==> config.mk <==
export PLATFORM = sky130hd
export DESIGN_NAME = axi_mem_scrubber_flat
export DESIGN_NICKNAME = d
export VERILOG_FILES = /design/src/rtl/axi_scrub_pkg.sv /design/src/rtl/axi_mem_scrubber_if.sv /design/src/rtl/axi_scrub_pattern_gen.sv /design/src/rtl/axi_mem_scrubber.sv /design/src/flat_wrapper.sv
export SDC_FILE = /design/constraint.sdc
export NUM_CORES = 2
export LEC_CHECK = 0
export CAP_MARGIN = 5
export CORE_AREA = 2 2 363 365
export DETAILED_ROUTE_END_ITERATION = 6
export DIE_AREA = 0 0 365 367
export GPL_ROUTABILITY_DRIVEN = 1
export SLEW_MARGIN = 20
export SYNTH_ARGS = -nofsm -noshare
export SYNTH_HDL_FRONTEND = slang
export SYNTH_SLANG_ARGS = --single-unit
export TNS_END_PERCENT = 50
==> constraint.sdc <==
create_clock -name clk -period 8.1 [get_ports clk]
set_clock_uncertainty 0.05 [all_clocks]
set_input_delay 0.81 -clock clk [delete_from_list [all_inputs] [get_ports clk]]
set_output_delay 0.81 -clock clk [all_outputs]
set_load 0.05 [all_outputs]
==> src/rtl/axi_scrub_pkg.sv <==
// rtl/axi_scrub_pkg.sv - shared types, constants and burst-length helper for the memory scrubber
package axi_scrub_pkg;

  typedef enum logic [2:0] {
    ST_IDLE  = 3'd0,
    ST_ADDR  = 3'd1,
    ST_DATA  = 3'd2,
    ST_DRAIN = 3'd3,
    ST_DONE  = 3'd4
  } scrub_state_e;

  typedef enum logic [1:0] {
    MODE_ZERO    = 2'd0,
    MODE_PATTERN = 2'd1,
    MODE_ADDR    = 2'd2,
    MODE_RSVD    = 2'd3
  } scrub_mode_e;

  localparam int unsigned AXI_BURST_BYTES_MAX = 4096;
  localparam logic [1:0]  BRESP_OKAY          = 2'b00;

  // Burst length (beats - 1) limited by the burst cap, the bytes left in the
  // range and the distance to the next 4KB boundary. Caller guarantees cur < end.
  function automatic logic [7:0] calc_awlen(input logic [63:0] cur,
                                            input logic [63:0] end_addr,
                                            input int unsigned max_beats,
                                            input int unsigned bytes_per_beat);
    logic [63:0] rem_beats;
    logic [63:0] bnd_beats;
    logic [63:0] beats;
    rem_beats = (end_addr - cur) / 64'(bytes_per_beat);
    bnd_beats = (64'(AXI_BURST_BYTES_MAX) - {52'd0, cur[11:0]}) / 64'(bytes_per_beat);
    beats     = 64'(max_beats);
    if (rem_beats < beats) beats = rem_beats;
    if (bnd_beats < beats) beats = bnd_beats;
    return 8'(beats - 64'd1);
  endfunction

endpackage

==> src/rtl/axi_mem_scrubber_if.sv <==
// rtl/axi_mem_scrubber_if.sv - AXI4 write-channel bundle (AW, W, B) with master/slave views
// Ports: master drives AW/W and bready; slave drives awready, wready and the B channel.
interface axi_mem_scrubber_if #(
  parameter int DATA_WIDTH = 512,
  parameter int ADDR_WIDTH = 64,
  parameter int ID_WIDTH   = 16
);
  logic [ID_WIDTH-1:0]     awid;
  logic [ADDR_WIDTH-1:0]   awaddr;
  logic [7:0]              awlen;
  logic [2:0]              awsize;
  logic                    awvalid;
  logic                    awready;
  logic [ID_WIDTH-1:0]     wid;
  logic [DATA_WIDTH-1:0]   wdata;
  logic [DATA_WIDTH/8-1:0] wstrb;
  logic                    wlast;
  logic                    wvalid;
  logic                    wready;
  logic [ID_WIDTH-1:0]     bid;
  logic [1:0]              bresp;
  logic                    bvalid;
  logic                    bready;

  modport master (
    output awid, awaddr, awlen, awsize, awvalid,
    input  awready,
    output wid, wdata, wstrb, wlast, wvalid,
    input  wready,
    input  bid, bresp, bvalid,
    output bready
  );

  modport slave (
    input  awid, awaddr, awlen, awsize, awvalid,
    output awready,
    input  wid, wdata, wstrb, wlast, wvalid,
    output wready,
    output bid, bresp, bvalid,
    input  bready
  );
endinterface

==> src/rtl/axi_scrub_pattern_gen.sv <==
// rtl/axi_scrub_pattern_gen.sv - combinational fill-data generator for one write beat
// Ports: mode (fill mode), pattern (32-bit fill word), beat_addr (byte address of the beat),
//        data (full-width beat payload).
module axi_scrub_pattern_gen
  import axi_scrub_pkg::*;
#(
  parameter int DATA_WIDTH = 512,
  parameter int ADDR_WIDTH = 64
) (
  input  logic [1:0]            mode,
  input  logic [31:0]           pattern,
  input  logic [ADDR_WIDTH-1:0] beat_addr,
  output logic [DATA_WIDTH-1:0] data
);
  localparam int LANES = DATA_WIDTH / 64;

  always_comb begin
    data = '0;
    case (mode)
      MODE_PATTERN: data = {(DATA_WIDTH/32){pattern}};
      MODE_ADDR: begin
        // each 64-bit lane carries its own byte address
        for (int i = 0; i < LANES; i++) begin
          data[i*64 +: 64] = 64'(beat_addr) + 64'(8 * i);
        end
      end
      default: data = '0;
    endcase
  end
endmodule

==> src/rtl/axi_mem_scrubber.sv <==
// rtl/axi_mem_scrubber.sv - write-only AXI4 master that fills an address range with a pattern
// Ports: clk/rst; cfg_* (range, mode, pattern); scrb_enable run request;
//        scrb_addr/scrb_state/scrb_done/scrb_err status; axi (AXI4 write master).
module axi_mem_scrubber
  import axi_scrub_pkg::*;
#(
  parameter int DATA_WIDTH      = 512,
  parameter int ADDR_WIDTH      = 64,
  parameter int ID_WIDTH        = 16,
  parameter int AXI_ID          = 0,
  parameter int BURST_LEN       = 64,
  parameter int MAX_OUTSTANDING = 4
) (
  input  logic                  clk,
  input  logic                  rst,
  input  logic [ADDR_WIDTH-1:0] cfg_start_addr,
  input  logic [ADDR_WIDTH-1:0] cfg_end_addr,
  input  logic [1:0]            cfg_mode,
  input  logic [31:0]           cfg_pattern,
  input  logic                  scrb_enable,
  output logic [ADDR_WIDTH-1:0] scrb_addr,
  output logic [2:0]            scrb_state,
  output logic                  scrb_done,
  output logic                  scrb_err,
  axi_mem_scrubber_if.master    axi
);
  localparam int BPB   = DATA_WIDTH / 8;
  localparam int OST_W = $clog2(MAX_OUTSTANDING + 1);

  localparam logic [2:0] S_IDLE  = ST_IDLE;
  localparam logic [2:0] S_ADDR  = ST_ADDR;
  localparam logic [2:0] S_DATA  = ST_DATA;
  localparam logic [2:0] S_DRAIN = ST_DRAIN;
  localparam logic [2:0] S_DONE  = ST_DONE;

  logic [2:0]            state;
  logic [ADDR_WIDTH-1:0] cur_addr;
  logic [ADDR_WIDTH-1:0] end_q;
  logic [1:0]            mode_q;
  logic [ADDR_WIDTH-1:0] beat_addr;
  logic [7:0]            beat_cnt;
  logic [OST_W-1:0]      outstanding;

  logic                  aw_hs;
  logic                  w_hs;
  logic                  b_hs;
  logic                  b_dec;
  logic                  ost_avail;
  logic [ADDR_WIDTH-1:0] burst_bytes;
  logic [ADDR_WIDTH-1:0] next_cur;
  logic [ADDR_WIDTH-1:0] gen_addr;
  logic [DATA_WIDTH-1:0] gen_data;
  logic                  unused_bid;

  assign axi.awid   = ID_WIDTH'(AXI_ID);
  assign axi.wid    = ID_WIDTH'(AXI_ID);
  assign axi.awsize = 3'($clog2(BPB));
  assign axi.wstrb  = '1;

  assign scrb_state = state;
  assign scrb_done  = (state == S_DONE);
  assign unused_bid = ^axi.bid;

  assign aw_hs = axi.awvalid && axi.awready;
  assign w_hs  = axi.wvalid && axi.wready;
  assign b_hs  = axi.bvalid && axi.bready;
  // a stray B with nothing outstanding must not underflow the counter
  assign b_dec = b_hs && (outstanding != '0);
  // a slot freed by a B in this cycle can be reused immediately
  assign ost_avail = (outstanding < OST_W'(MAX_OUTSTANDING)) || b_dec;

  assign burst_bytes = ADDR_WIDTH'({1'b0, axi.awlen} + 9'd1) * ADDR_WIDTH'(BPB);
  assign next_cur    = cur_addr + burst_bytes;

  // wdata is always loaded one beat ahead: first beat at the AW handshake,
  // the following beat on each non-final W handshake
  assign gen_addr = (state == S_ADDR) ? cur_addr : beat_addr + ADDR_WIDTH'(BPB);

  axi_scrub_pattern_gen #(
    .DATA_WIDTH(DATA_WIDTH),
    .ADDR_WIDTH(ADDR_WIDTH)
  ) u_pattern_gen (
    .mode     (mode_q),
    .pattern  (cfg_pattern),
    .beat_addr(gen_addr),
    .data     (gen_data)
  );

  always_ff @(posedge clk) begin
    if (rst) begin
      outstanding <= '0;
    end else begin
      case ({aw_hs, b_dec})
        2'b10:   outstanding <= outstanding + OST_W'(1);
        2'b01:   outstanding <= outstanding - OST_W'(1);
        default: outstanding <= outstanding;
      endcase
    end
  end

  always_ff @(posedge clk) begin
    if (rst) begin
      state       <= S_IDLE;
      cur_addr    <= '0;
      end_q       <= '0;
      mode_q      <= '0;
      beat_addr   <= '0;
      beat_cnt    <= '0;
      scrb_addr   <= '0;
      scrb_err    <= 1'b0;
      axi.awvalid <= 1'b0;
      axi.awaddr  <= '0;
      axi.awlen   <= '0;
      axi.wvalid  <= 1'b0;
      axi.wdata   <= '0;
      axi.wlast   <= 1'b0;
      axi.bready  <= 1'b0;
    end else begin
      axi.bready <= 1'b1;
      if (b_hs && (axi.bresp != BRESP_OKAY)) scrb_err <= 1'b1;

      case (state)
        S_IDLE: begin
          if (scrb_enable) begin
            cur_addr <= cfg_start_addr;
            end_q    <= cfg_end_addr;
            mode_q   <= cfg_mode;
            scrb_err <= 1'b0;
            state    <= (cfg_start_addr >= cfg_end_addr) ? S_DONE : S_ADDR;
          end
        end

        S_ADDR: begin
          if (aw_hs) begin
            scrb_addr   <= axi.awaddr;
            axi.awvalid <= 1'b0;
            axi.wvalid  <= 1'b1;
            axi.wdata   <= gen_data;
            axi.wlast   <= (axi.awlen == 8'd0);
            beat_addr   <= cur_addr;
            beat_cnt    <= 8'd0;
            state       <= S_DATA;
          end else if (!axi.awvalid) begin
            // once awvalid is up the request is committed; abort only before it
            if (!scrb_enable) begin
              state <= S_DRAIN;
            end else if (ost_avail) begin
              axi.awvalid <= 1'b1;
              axi.awaddr  <= cur_addr;
              axi.awlen   <= calc_awlen(64'(cur_addr), 64'(end_q),
                                        BURST_LEN, BPB);
            end
          end
        end

        S_DATA: begin
          if (w_hs) begin
            if (axi.wlast) begin
              axi.wvalid <= 1'b0;
              axi.wlast  <= 1'b0;
              cur_addr   <= next_cur;
              state      <= ((next_cur == end_q) || !scrb_enable) ? S_DRAIN : S_ADDR;
            end else begin
              beat_cnt  <= beat_cnt + 8'd1;
              axi.wlast <= ((beat_cnt + 8'd1) == axi.awlen);
              beat_addr <= gen_addr;
              axi.wdata <= gen_data;
            end
          end
        end

        S_DRAIN: begin
          // cur_addr short of the end means the run was aborted
          if (outstanding == '0) state <= (cur_addr == end_q) ? S_DONE : S_IDLE;
        end

        S_DONE: begin
          if (!scrb_enable) state <= S_IDLE;
        end

        default: state <= S_IDLE;
      endcase
    end
  end
endmodule

==> src/flat_wrapper.sv <==
// flat-port wrapper written by rule: the top's interface ports become plain ports
module axi_mem_scrubber_flat import axi_scrub_pkg::*;
#(
  parameter int DATA_WIDTH      = 512,
  parameter int ADDR_WIDTH      = 64,
  parameter int ID_WIDTH        = 16,
  parameter int AXI_ID          = 0,
  parameter int BURST_LEN       = 64,
  parameter int MAX_OUTSTANDING = 4
)
  (clk, rst, cfg_start_addr, cfg_end_addr, cfg_mode, cfg_pattern, scrb_enable, scrb_addr, scrb_state, scrb_done, scrb_err, axi_awid, axi_awaddr, axi_awlen, axi_awsize, axi_awvalid, axi_awready, axi_wid, axi_wdata, axi_wstrb, axi_wlast, axi_wvalid, axi_wready, axi_bid, axi_bresp, axi_bvalid, axi_bready);
  axi_mem_scrubber_if #(.DATA_WIDTH(DATA_WIDTH), .ADDR_WIDTH(ADDR_WIDTH), .ID_WIDTH(ID_WIDTH)) axi_i ();
  input  logic clk;
  input  logic rst;
  input  logic [ADDR_WIDTH-1:0] cfg_start_addr;
  input  logic [ADDR_WIDTH-1:0] cfg_end_addr;
  input  logic [1:0] cfg_mode;
  input  logic [31:0] cfg_pattern;
  input  logic scrb_enable;
  output logic [ADDR_WIDTH-1:0] scrb_addr;
  output logic [2:0] scrb_state;
  output logic scrb_done;
  output logic scrb_err;
  output wire logic [$bits(axi_i.awid)-1:0] axi_awid;
  output wire logic [$bits(axi_i.awaddr)-1:0] axi_awaddr;
  output wire logic [$bits(axi_i.awlen)-1:0] axi_awlen;
  output wire logic [$bits(axi_i.awsize)-1:0] axi_awsize;
  output wire logic [$bits(axi_i.awvalid)-1:0] axi_awvalid;
  input wire logic [$bits(axi_i.awready)-1:0] axi_awready;
  output wire logic [$bits(axi_i.wid)-1:0] axi_wid;
  output wire logic [$bits(axi_i.wdata)-1:0] axi_wdata;
  output wire logic [$bits(axi_i.wstrb)-1:0] axi_wstrb;
  output wire logic [$bits(axi_i.wlast)-1:0] axi_wlast;
  output wire logic [$bits(axi_i.wvalid)-1:0] axi_wvalid;
  input wire logic [$bits(axi_i.wready)-1:0] axi_wready;
  input wire logic [$bits(axi_i.bid)-1:0] axi_bid;
  input wire logic [$bits(axi_i.bresp)-1:0] axi_bresp;
  input wire logic [$bits(axi_i.bvalid)-1:0] axi_bvalid;
  output wire logic [$bits(axi_i.bready)-1:0] axi_bready;
  assign axi_awid = axi_i.awid;
  assign axi_awaddr = axi_i.awaddr;
  assign axi_awlen = axi_i.awlen;
  assign axi_awsize = axi_i.awsize;
  assign axi_awvalid = axi_i.awvalid;
  assign axi_i.awready = axi_awready;
  assign axi_wid = axi_i.wid;
  assign axi_wdata = axi_i.wdata;
  assign axi_wstrb = axi_i.wstrb;
  assign axi_wlast = axi_i.wlast;
  assign axi_wvalid = axi_i.wvalid;
  assign axi_i.wready = axi_wready;
  assign axi_i.bid = axi_bid;
  assign axi_i.bresp = axi_bresp;
  assign axi_i.bvalid = axi_bvalid;
  assign axi_bready = axi_i.bready;
  axi_mem_scrubber #(.DATA_WIDTH(DATA_WIDTH), .ADDR_WIDTH(ADDR_WIDTH), .ID_WIDTH(ID_WIDTH), .AXI_ID(AXI_ID), .BURST_LEN(BURST_LEN), .MAX_OUTSTANDING(MAX_OUTSTANDING)) u_core (.clk(clk), .rst(rst), .cfg_start_addr(cfg_start_addr), .cfg_end_addr(cfg_end_addr), .cfg_mode(cfg_mode), .cfg_pattern(cfg_pattern), .scrb_enable(scrb_enable), .scrb_addr(scrb_addr), .scrb_state(scrb_state), .scrb_done(scrb_done), .scrb_err(scrb_err), .axi(axi_i));
endmodule
==> out/results.txt <==
The tools report the total number of nets in the final design as 8161. The commonest cells after synthesis are 1000 x sky130_fd_sc_hd__nand2_1, 913 x sky130_fd_sc_hd__a21oi_1, 902 x sky130_fd_sc_hd__nor2_1. The class of the worst hold path is reg2reg.

Clock-pin slew was measured on the worst setup and hold paths at 0.06 ns. The achievable clock frequency is 0.132 GHz. On the worst path, the slowest cell contributes a delay of 0.54 ns. By instance count, the cell type seen most on the critical path is sky130_fd_sc_hd__buf_4. The first routing iteration left 9346 violations.

The sequential cells in the finished layout cover a total of 16600 um2. The tools report the number of remaining DRC errors as 0. The minimum clock period after layout came out at 7.59 ns. The biggest area consumer among synthesized cells was sky130_fd_sc_hd__dfxtp_1.

The worst-case IR drop observed on VDD is 0.186 mV. The startpoint identified for the worst register-to-register timing path is u_core.cur_addr[34]. Wires add up to 309 mm. The startpoint identified for the worst hold timing path is u_core.axi.awaddr[38]. Area fraction of the dominant cell type after synthesis: 32.1%. The run gives 104 as the count of different cell masters after synthesis. The run gives 35 as the number of antenna violations at the first check in global routing. Entering global routing, the biggest net connects 190 pins. The initial core utilization was 39.7%; the via total after detailed routing was 59.9k. The clock passes through at most 3 buffers. Among all cell types in the netlist, the one instantiated most often is sky130_fd_sc_hd__nand2_1. The total overflow left after global routing is 0. The reg-to-reg setup timing slack is 0.51 ns. The power density over the cells is 293 nW/um2, and the number of levels the H-tree was split into is 3.

The tree is rooted in a sky130_fd_sc_hd__clkbuf_16. The synthesized netlist occupies a cell area of 51800 um2. The maximum net fanout on the critical path came out at 8. Routability-driven placement finished with a final weighted congestion of 1.03. For this design, the CTS-stage hold fixing added 0 buffers. The run gives 243 mm as the HPWL reported at the end of detailed placement. TritonCTS built the clock tree. Clock network latency to the later pin of the worst-skew pair: 0.75 ns. For the pin with the worst max-slew slack, the measured transition is 1.23 ns. Sorting the synthesized cells by area gives the leading types as sky130_fd_sc_hd__dfxtp_1 32%, sky130_fd_sc_hd__a21oi_1 8.8%, sky130_fd_sc_hd__nand2_1 7.2%. End point of the most critical hold path: u_core.scrb_addr[38]. Number of cell rows: 133. Number of endpoints failing setup at the final stage: 0. The average instance in the mapped netlist occupies 7.25 um2. Number of sinks driven by the clock tree: 830. The routed wirelength normalized by instance count is 32.0 um. In this run the critical register-to-register path is captured at u_core.axi.awlen[5].

The logs give 7150 for the number of standard cells after synthesis and 98 for the number of buffers created by CTS. The required time reported for the critical path endpoint is 8.67 ns, and the length in cells of the worst reg-to-reg path is 28. The hold-critical path depth is 2, and the overall global routing resource usage is 44.3%. Fill cells in the final layout number 13.0k. The horizontal die dimension works out to 365 um.

The first global-routing pass estimated 423 mm of wire. The count of nets left with antenna violations after detail routing was 0; the total core area was 130000 um2. The tool flagged a number of max-cap violations equal to 0. Summed over all failing endpoints, the final setup total negative slack is 0 ns. The number of enable-type register cells in the synthesized netlist came out at 0. The total number of yosys warnings was 0; the number of I/O pins was 942. At the worst endpoint, the arrival time is 8.16 ns. The tools report the startpoint type of the worst setup path as a flip-flop. The final worst-path cycle share was 93.7%. The area growth from synthesis to layout is 27.0%, and the synthesis-stage register bit count is 830. The critical path is of the reg2reg type. The die covers 134000 um2. Port buffering added 826 buffers. Setup repair after global routing left no endpoint under its margin. The slowest stage of the critical path is the sky130_fd_sc_hd__or4_4 cell. For this run, the leading register cell type out of synthesis is sky130_fd_sc_hd__dfxtp_1.

After detailed routing, the number of vias per cell comes to 6.20. The flow ran to the end, and the final reports show no timing, DRC or antenna violations. Sequential cells were found to cover 32.1% of the synthesized design area. For the tightest hold margin, the log shows 0.387 ns.

In the synthesized netlist the async set-or-reset flop fraction comes to 0%. The number of optimization iterations in the first detailed-route pass came out at 7. Measured against its own limit, the worst slew margin works out to 17.4%. Of the cells placed in the final design, the portion with a size suffix greater than 1 is 8.10%.

The endpoint class of the critical path is a flip-flop. The via count of the first global-routing pass is 53.5k, and the static power due to leakage is 23.0 nW. For the number of max-slew violations in the final report, the log shows 0.

Die height: 367 um. The multi-input logic area came out at 32200 um2. The run gives 0 as the number of endpoints with negative hold slack in the final report.
[stage by stage]
stage / cell area, um2 / setup slack, ns / instances / power [mW] / util [%]
floorplan: 52200 / 0.626 / 7247 / 10.0 / -
global placement: 62300 / 0.359 / 9468 / 14.3 / 47.8
detailed placement: 62300 / 0.271 / 9468 / 14.2 / 47.8
CTS: 65700 / 0.249 / 9643 / 18.9 / 50.3
global route: 65800 / 0.0105 / 9650 / 19.9 / 50.4
finish: 65800 / 0.511 / 9659 / 19.3 / 50.4
[what timing repair did]
action | CTS | global route
endpoints found under the setup margin | 0 | 4
gates resized for setup | 0 | 11
setup buffers | 0 | 1
[layout by cell type (no fill, tap or decap), types with 177 or more instances in the layout]
master / count
sky130_fd_sc_hd__a21oi_1: 905
sky130_fd_sc_hd__buf_4: 307
sky130_fd_sc_hd__clkdlybuf4s50_1: 825
sky130_fd_sc_hd__dfxtp_1: 830
sky130_fd_sc_hd__inv_1: 185
sky130_fd_sc_hd__nand2_1: 997
sky130_fd_sc_hd__nor2_1: 889
sky130_fd_sc_hd__nor3_1: 180
sky130_fd_sc_hd__o21ai_0: 365
sky130_fd_sc_hd__xnor2_1: 340
sky130_fd_sc_hd__xor2_1: 177
[layer usage]
| layer | vias to the layer above | routed length [um] | global-route usage, % |
|---|---|---|---|
| met1 | 29100 | 127000 | 60.7 |
| li1 | 26100 | - | - |
| met5 | - | 117 | 0 |
| met2 | 4006 | 127000 | 63.3 |
| met3 | 633 | 39100 | 13.5 |
| met4 | 18 | 16100 | 20.0 |
[critical path: cells and delay by family (launching register included)]
kind | cells | cell delay [ns]
buf+inv | 5 | 0.70
compound gates | 9 | 2.26
flops | 1 | 0.34
mux | 1 | 0.26
fa+ha+maj | 2 | 0.83
simple gates | 11 | 3.02
[logic make-up after synthesis]
group | synth area share (%)
xor gates and xnor gates | 8.74
muxes | 0.857
adders and majority gates | 3.92
AOI/OAI and AO/OA | 23.5
DFF | 32.1
other | 0.0145
buffers and inverters | 7.40
and+or+nand+nor | 23.5
[how the worst max path moves through the flow]
stage                        startpoint                   to  slack, ns  depth (start not counted)
floorplan           u_core.cur_addr[20]  u_core.axi.awlen[6]       0.63                         32
global placement     u_core.cur_addr[5]  u_core.axi.awlen[5]       0.36                         28
detailed placement   u_core.cur_addr[5]  u_core.axi.awlen[5]       0.27                         28
CTS                  u_core.cur_addr[5]  u_core.axi.awlen[5]       0.25                         28
global route           u_core.end_q[19]  u_core.axi.awlen[6]       0.01                         29
finish              u_core.cur_addr[34]  u_core.axi.awlen[5]       0.51                         28
[final cells by class]
class / instances / share of cell area, %
well taps: 1755 / 3.34
repair buffers: 1136 / 16.2
clock inverters: 38 / 0.848
inverters: 188 / 1.07
clock buffers: 137 / 4.29
diodes: 15 / 0.0570
flip-flops and latches: 830 / 25.3
multi-input cells: 5560 / 49.0
[report_power, final]
group | switching (mW) | internal (mW)
registers | 0.220 | 4.27
clock network | 2.00 | 2.73
logic | 7.02 | 3.05
[flip-flops by register name, summed over array words and instances, names as in the netlist, 2 cells and up]
signal,flops
u_core.axi.awlen,8
u_core.beat_addr,64
u_core.axi.wdata,481
u_core.cur_addr,64
u_core.mode_q,2
u_core.scrb_state,3
u_core.beat_cnt,8
u_core.end_q,64
u_core.outstanding,3
u_core.axi.awaddr,64
u_core.scrb_addr,64
(Power assumes the default switching activity.)
